===== config.mk =====
export PLATFORM = sky130hd
export DESIGN_NAME = regfile_mp_sb
export DESIGN_NICKNAME = d
export VERILOG_FILES = /design/src/rtl/regfile_mp_sb.sv
export SDC_FILE = /design/constraint.sdc
export NUM_CORES = 2
export LEC_CHECK = 0
export CAP_MARGIN = 40
export CELL_PAD_IN_SITES_DETAIL_PLACEMENT = 1
export CELL_PAD_IN_SITES_GLOBAL_PLACEMENT = 1
export CORE_AREA = 2 2 387 389
export DETAILED_ROUTE_END_ITERATION = 8
export DIE_AREA = 0 0 389 391
export PLACE_DENSITY = 0.8
export SLEW_MARGIN = 40
export SYNTH_ARGS = -nofsm -noshare
export SYNTH_HDL_FRONTEND = slang
export SYNTH_SLANG_ARGS = --single-unit

===== constraint.sdc =====
create_clock -name clk -period 5.3 [get_ports clk]
set_clock_uncertainty 0.1 [all_clocks]
set_input_delay 1.325 -clock clk [delete_from_list [all_inputs] [get_ports clk]]
set_output_delay 1.325 -clock clk [all_outputs]
set_load 0.1 [all_outputs]

===== src/rtl/regfile_mp_sb.sv =====
// regfile_mp_sb: multi-port register file with same-cycle write bypass and a busy-bit scoreboard.
// Higher write lanes take priority on address collisions, for both storage and bypass.
module regfile_mp_sb #(
  parameter int DATA_W   = 32,
  parameter int DEPTH    = 32,
  parameter int NUM_RD   = 2,
  parameter int NUM_WR   = 2,
  parameter int ZERO_REG = 1,
  parameter int BYPASS   = 1,
  localparam int ADDR_W  = $clog2(DEPTH),
  localparam int CNT_W   = $clog2(DEPTH + 1)
) (
  input  logic                       clk,
  input  logic                       rst_n,
  input  logic [NUM_WR-1:0]          wr_en_i,
  input  logic [NUM_WR*ADDR_W-1:0]   wr_addr_i,
  input  logic [NUM_WR*DATA_W-1:0]   wr_data_i,
  input  logic                       alloc_en_i,
  input  logic [ADDR_W-1:0]          alloc_addr_i,
  input  logic [NUM_RD*ADDR_W-1:0]   rd_addr_i,
  output logic [NUM_RD*DATA_W-1:0]   rd_data_o,
  output logic [NUM_RD-1:0]          rd_busy_o,
  output logic [CNT_W-1:0]           busy_count_o
);
  logic [DATA_W-1:0] regs_q [DEPTH];
  logic [DATA_W-1:0] regs_d [DEPTH];
  logic [DEPTH-1:0]  busy_q, busy_d;
  logic [CNT_W-1:0]  busy_count_q, busy_count_d;

  // Lanes are applied in ascending order so the highest index lands last.
  always_comb begin
    regs_d = regs_q;
    busy_d = busy_q;
    for (int i = 0; i < NUM_WR; i++)
      if (wr_en_i[i] && !(ZERO_REG != 0 && wr_addr_i[i*ADDR_W +: ADDR_W] == '0)) begin
        regs_d[wr_addr_i[i*ADDR_W +: ADDR_W]] = wr_data_i[i*DATA_W +: DATA_W];
        busy_d[wr_addr_i[i*ADDR_W +: ADDR_W]] = 1'b0;
      end
    if (alloc_en_i) busy_d[alloc_addr_i] = 1'b1;
    if (ZERO_REG != 0) busy_d[0] = 1'b0;
  end

  always_comb begin
    busy_count_d = '0;
    for (int r = 0; r < DEPTH; r++)
      busy_count_d = busy_count_d + CNT_W'(busy_d[r]);
  end

  always_ff @(posedge clk or negedge rst_n) begin
    if (!rst_n) begin
      regs_q       <= '{default: '0};
      busy_q       <= '0;
      busy_count_q <= '0;
    end else begin
      regs_q       <= regs_d;
      busy_q       <= busy_d;
      busy_count_q <= busy_count_d;
    end
  end

  // A bypassed read gets its data from the writer, so it is no longer waiting on it.
  always_comb begin
    rd_data_o = '0;
    rd_busy_o = '0;
    for (int j = 0; j < NUM_RD; j++) begin
      rd_data_o[j*DATA_W +: DATA_W] = regs_q[rd_addr_i[j*ADDR_W +: ADDR_W]];
      rd_busy_o[j] = busy_q[rd_addr_i[j*ADDR_W +: ADDR_W]];
      for (int i = 0; i < NUM_WR; i++)
        if (BYPASS != 0 && wr_en_i[i] && wr_addr_i[i*ADDR_W +: ADDR_W] == rd_addr_i[j*ADDR_W +: ADDR_W]) begin
          rd_data_o[j*DATA_W +: DATA_W] = wr_data_i[i*DATA_W +: DATA_W];
          rd_busy_o[j] = 1'b0;
        end
      if (ZERO_REG != 0 && rd_addr_i[j*ADDR_W +: ADDR_W] == '0) begin
        rd_data_o[j*DATA_W +: DATA_W] = '0;
        rd_busy_o[j] = 1'b0;
      end
    end
  end

  assign busy_count_o = busy_count_q;
endmodule


# Word level (Yosys, flattened, before mapping)
# Cells that the tools add are included.
dict set report totals {
  reg_bits 1061
  out_inout_bits 72
  elab_cells 147
}
dict set report op_classes {
  addsub 30
  magnitude_cmp 14
  eq_ne 4
  muxes 39
  n_bitwise 9
  n_reduce_logical 17
}
# operator n
set op_table {}
lappend op_table {{$bwmux 1024} 2}
lappend op_table {{$mux 1024} 2}
lappend op_table {{$mux 32} 15}
lappend op_table {{$bmux 32 s5} 2}
lappend op_table {{$demux 32 s5} 2}
lappend op_table {{$add 6x1->6} 25}
lappend op_table {{$and 32x32->32} 2}
lappend op_table {{$not 32->32} 2}
lappend op_table {{$or 32x32->32} 1}
lappend op_table {{$lt 5x6->1 const B} 5}
lappend op_table {{$ge 6x6->1 const B} 4}
lappend op_table {{$not 5->6} 4}
lappend op_table {{$eq 5x5->1} 4}
lappend op_table {{$logic_not 5->1} 4}
lappend op_table {{$demux 1 s5} 3}
lappend op_table {{$ge 5x1->1 const B} 3}
lappend op_table {{$lt 6x1->1 const B} 2}
lappend op_table {{$logic_and 1x1->1} 11}
lappend op_table {{$mux 1} 11}
lappend op_table {{$bmux 1 s5} 2}
lappend op_table {{$add 5x1->6} 1}
lappend op_table {{$add 4x1->5} 1}
lappend op_table {{$add 3x1->4} 1}
lappend op_table {{$add 2x1->3} 1}
lappend op_table {{other kinds (2)} 3}

# Longest topological paths before layout
dict set report logic_depth {
  depth_word 41
  depth_mapped 23
  mapped_depth_nobuf 20
}

# Worst setup path before layout
# OpenSTA, ideal clock, no wires.
dict set report synth_path {
  path_type {input-to-reg}
  startpoint {in wr_addr_i[2]}
  endpoint {reg busy_count_q[4], in the netlist busy_count_o[4]}
  setup_slack_ns -1.873
  path_buffers 3
  stages 22
  arrival_time_ns 6.993
  required_ns 5.120
  setup_time_ns 0.080
  cell_sequence {buf_2 nor3b_1 and2_1 buf_2 nand2_1 clkbuf_1 a32o_1 fa_1 inv_1 fa_1 fa_1 inv_1 fa_1 fa_1 fa_1 fa_1 inv_1 fa_1 inv_1 a21o_1 a21oi_1 xnor2_1}
}
dict set report synth_via {
  elab_cells_between_ends 45
  cone_classes {add/sub: 30; order compare: 2; mux: 5; bitwise: 4; reduce/logical: 4}
}
# element line
set synth_rtl {}
lappend synth_rtl {{from (decl)} 16} ;# input logic [NUM_WR*ADDR_W-1:0] wr_addr_i,
lappend synth_rtl {{$lt 5x6->1 (not written as such) / $ge 5x1->1 (equally long branches)} 37} ;# busy_d[wr_addr_i[i*ADDR_W +: ADDR_W]] = 1'b0;
lappend synth_rtl {{$logic_and 1x1->1 (not written as such)} 37}
lappend synth_rtl {{$mux 1 (not written as such)} 37}
lappend synth_rtl {{$demux 1 s5} 37}
lappend synth_rtl {{$not 32->32 (no line)} -}
lappend synth_rtl {{$and 32x32->32 (no line)} -}
lappend synth_rtl {{$mux 32 (*)} 35} ;# if (wr_en_i[i] && !(ZERO_REG != 0 && wr_addr_i[i*ADDR_W +: ADDR_W] == '0)) begin
lappend synth_rtl {{$and 32x32->32 (no line)} -}
lappend synth_rtl {{$mux 32 (*)} 35}
lappend synth_rtl {{$or 32x32->32 (no line)} -}
lappend synth_rtl {{$mux 32 (*)} 39} ;# if (alloc_en_i) busy_d[alloc_addr_i] = 1'b1;
lappend synth_rtl {{named net busy_d[4]} 27} ;# logic [DEPTH-1:0] busy_q, busy_d;
lappend synth_rtl {{$add 3x1->4 (*)} 46} ;# busy_count_d = busy_count_d + CNT_W'(busy_d[r]);
lappend synth_rtl {{$add 4x1->5 (*)} 46}
lappend synth_rtl {{$add 5x1->6 (*)} 46}
lappend synth_rtl {{$add 6x1->6 (*) (25 in series)} 46}
lappend synth_rtl {{named net busy_count_d[4]} 28} ;# logic [CNT_W-1:0] busy_count_q, busy_count_d;
lappend synth_rtl {{to (signal assigned)} 57} ;# busy_count_q <= busy_count_d;
lappend synth_rtl {{to (decl)} 28}
# The timed path passes the listed nets; every way through them passes the cells marked *.

# Worst setup path in the final report
dict set report layout_path {
  startpoint {in wr_addr_i[2]}
  endpoint {reg busy_count_q[4], in the netlist busy_count_o[4]}
}
dict set report layout_via {
  elab_cells_between_ends 45
  cone_classes {add/sub: 30; order compare: 2; mux: 5; bitwise: 4; reduce/logical: 4}
}
# element line
set layout_rtl {}
lappend layout_rtl {{$lt 5x6->1 (not written as such) / $ge 5x1->1 (equally long branches)} 37}
lappend layout_rtl {{$logic_and 1x1->1 (not written as such)} 37}
lappend layout_rtl {{$mux 1 (not written as such)} 37}
lappend layout_rtl {{$demux 1 s5} 37}
lappend layout_rtl {{$not 32->32 (no line)} -}
lappend layout_rtl {{$and 32x32->32 (no line)} -}
lappend layout_rtl {{$mux 32 (*)} 35}
lappend layout_rtl {{$and 32x32->32 (no line)} -}
lappend layout_rtl {{$mux 32 (*)} 35}
lappend layout_rtl {{$or 32x32->32 (no line)} -}
lappend layout_rtl {{$mux 32 (*)} 39}
lappend layout_rtl {{named net busy_d[12]} 27}
lappend layout_rtl {{$add 6x1->6 (*) (20 in series)} 46}
lappend layout_rtl {{named net busy_count_d[4]} 28}
# Marks and branches as above.

==> impl_metrics.toml <==
[outcome]
status = "finished, violations left"
violations = "DRC, setup timing"

[cells_and_area]
area_growth_pct = 18.11
layout-drive-gt1-share = 0.2218
final_common_cell = "mux2i_1"
layout_common_cells = "1137 x mux2i_1, 1061 x dfrtp_1, 595 x nor2_1"
nets = 6726

[worst_setup_path]
start_kind = "primary input"
slowest_stage = "fa_1"
worst_path_largest_cell_delay_ns = 0.57
cp.arrival_ns = 6.69
path_cells = "buf_4 -> or3_4 -> and3_4 -> buf_12 -> nand2_4 -> a32o_2 -> inv_2 -> fa_1 -> fa_1 -> fa_1 -> inv_2 -> fa_1 -> fa_1 -> fa_1 -> fa_2 -> inv_2 -> fa_2 -> inv_2 -> a21o_1 -> a21oi_2 -> xnor2_1"
path_max_fanout = 5
critPathBufInv = 6
crit_path_end_kind = "flip-flop"
crit_type = "primary input to flip-flop"
crit_family = "adder cells"
crit_top_cell = "fa_1"
cp.required_ns = 5.89

[clock_tree]
cts_tree = "built"
clk_path_buf_depth = 3
cts_root_buffer = "clkbuf_16"
worstSkewPairLatency_ns = 0.79
cts_sinks = 1061
path_clk_slew_ns = 0.06
holdBufCountCts = 0
cts_made_buffers = 119
htree_levels = 3

[sta]
fin_hold_ws_ns = 0.2992
hold_viol = 0
setup_violations = 11
fin_tns_setup_ns = -3.754
fmax_mhz = 163.9
maxSlewHeadroom = 0.3477
post-route-period-util = 1.151
slew_violations = 0
period_needed_ns = 6.103
rsz0062_at_grt = "true"
fin_ws_ns = -0.8026
tightest_slew_ns = 0.9785

[synthesis]
syn_area_per_cell_um2 = 10.29
synthArstFlopShare = 1.000
synth_nets = 6713
yosysWarnings = 0
seq_area_frac_synth = 0.3915
syn_area_um2 = 67820
synthesis.instances = 6589
synth_edf_count = 0
yosys_register_bits = 1061
synth_cell_type_count = 58
ys.flop_type = "dfrtp_1"

[floorplanning]
ios = 166
design.die.area_um2 = 152100
core_area_um2 = 148500
start_util = 0.4566
die_w_um = 389
row_count = 142
chipHeight_um = 391

[global_routing]
grt_pass1_wl_um = 489500
grt_max_degree = 101
grt_usage = 0.4489
antenna_found_initial = 39
grt_pass1_vias = 67384
overflow = 0

[route]
firstDrtPassIters = 9
vias = 65625
wl_per_cell_um = 40.01
postRouteAntennaNets = 0
drt-vias-per-instance = 7.572
wirelength_um = 346800
drc_errors = 2
initialDrtViolationCount = 10677

[place]
portBuffers = 165
gp_congestion = 0.9543
hpwlAfterDp_um = 207200

[hold_path]
worstHoldPathType = "flip-flop to flip-flop"

[run]
maxCapViolCount = 0

[power_and_ir_drop]
powerDensity_nw_per_um2 = 422.5
vdd_drop_max_mv = 0.7827
p_leak_uw = 0.03742
## layer usage
metal / track usage / vias to the layer above / share of wire
met4: 0.3505 / 34 / 0.096
met5: 0.01085 / - / 0.00080
met3: 0.2150 / 2232 / 0.17
met1: 0.5414 / 32910 / 0.34
li1: - / 24122 / -
met2: 0.6109 / 6327 / 0.40
## Yosys cell counts, drive strengths merged, types with 23 or more instances
cell	instances	share of area
mux2i	1137	0.17
dfrtp	1061	0.39
nand2	626	0.035
nor2	625	0.035
clkbuf	604	0.033
a21oi	545	0.040
o21ai	491	0.036
mux4	455	0.15
buf	235	0.018
inv	75	0.0042
a32oi	69	0.0089
a31oi	67	0.0062
o221ai	60	0.0077
nor3	52	0.0038
a211oi	45	0.0050
a22o	41	0.0053
o22ai	40	0.0037
o32ai	40	0.0052
a211o	31	0.0040
nand4	26	0.0025
or4	25	0.0028
fa	23	0.0068
o2111a	23	0.0038
## registers in the layout, summed over array words and instances, names as in the netlist
signal	count
busy_count_o	6
busy_q	31
regs_q	1024
## final cells by class
cell class                 instances  area (um^2)
antenna                           22        55.05
clock inverter                    38        405.4
sequential                      1061        26550
clock buffer                     182         3556
fill                           15672        68430
timing repair buffer             731         7995
inverter                          75        281.5
multi-input combinational       4614        38820
tap                             1944         2432
## report_power, final
part           internal [uW]  switching (uW)
clock network           4900            3830
registers              10300            1930
logic                   6240            6690
## final timing paths
path                                       start  cells past startpoint                   endpoint  slack (ns)
max                                 wr_addr_i[2]                     21  busy_count_o[4]$_DFF_PN0_       -0.80
min                        regs_q[999]$_DFF_PN0_                      0      regs_q[999]$_DFF_PN0_        0.30
max reg2reg                  busy_q[2]$_DFF_PN0_                     16  busy_count_o[4]$_DFF_PN0_        0.04
min reg2reg                regs_q[999]$_DFF_PN0_                      0      regs_q[999]$_DFF_PN0_        0.30
max in group asynchronous                  rst_n                      3      regs_q[648]$_DFF_PN0_        3.34
min in group asynchronous                  rst_n                      1      regs_q[384]$_DFF_PN0_        0.33
## timing repair
| item | in CTS | in global routing |
|---|---|---|
| setup buffers | 12 | 4 |
| gates resized for setup | 98 | 16 |
| pin swaps | 32 | 21 |
| endpoints found under the setup margin | 70 | 8 |
## per-stage QoR
stage            util  worst slack [ns]  instance area (um^2)  power, uW  cells
3_5_place_dp   0.5103            -2.082                 75800      24150   8409
3_3_place_gp   0.5095            -1.966                 75670      23340   8406
5_1_grt        0.5390           -0.9834                 80060      35000   8653
4_1_cts        0.5382           -0.9046                 79940      33150   8640
2_1_floorplan       -            -1.360                 68680      19530   6589
6_report       0.5393           -0.8026                 80100      33840   8667
## cell families (layout without fill, tap and decap cells)
kind of cell / count (synthesis) / count (layout) / synth area share
mux: 1594 / 1594 / 0.3193
xor+xnor: 23 / 23 / 0.002970
fa+ha+maj: 30 / 30 / 0.008081
other cells: 0 / 22 / 0
buf+inv: 914 / 1026 / 0.05585
simple gates: 1453 / 1453 / 0.08865
compound gates: 1514 / 1514 / 0.1337
flops: 1061 / 1061 / 0.3915
No activity file was read; power rests on OpenSTA's default activity.
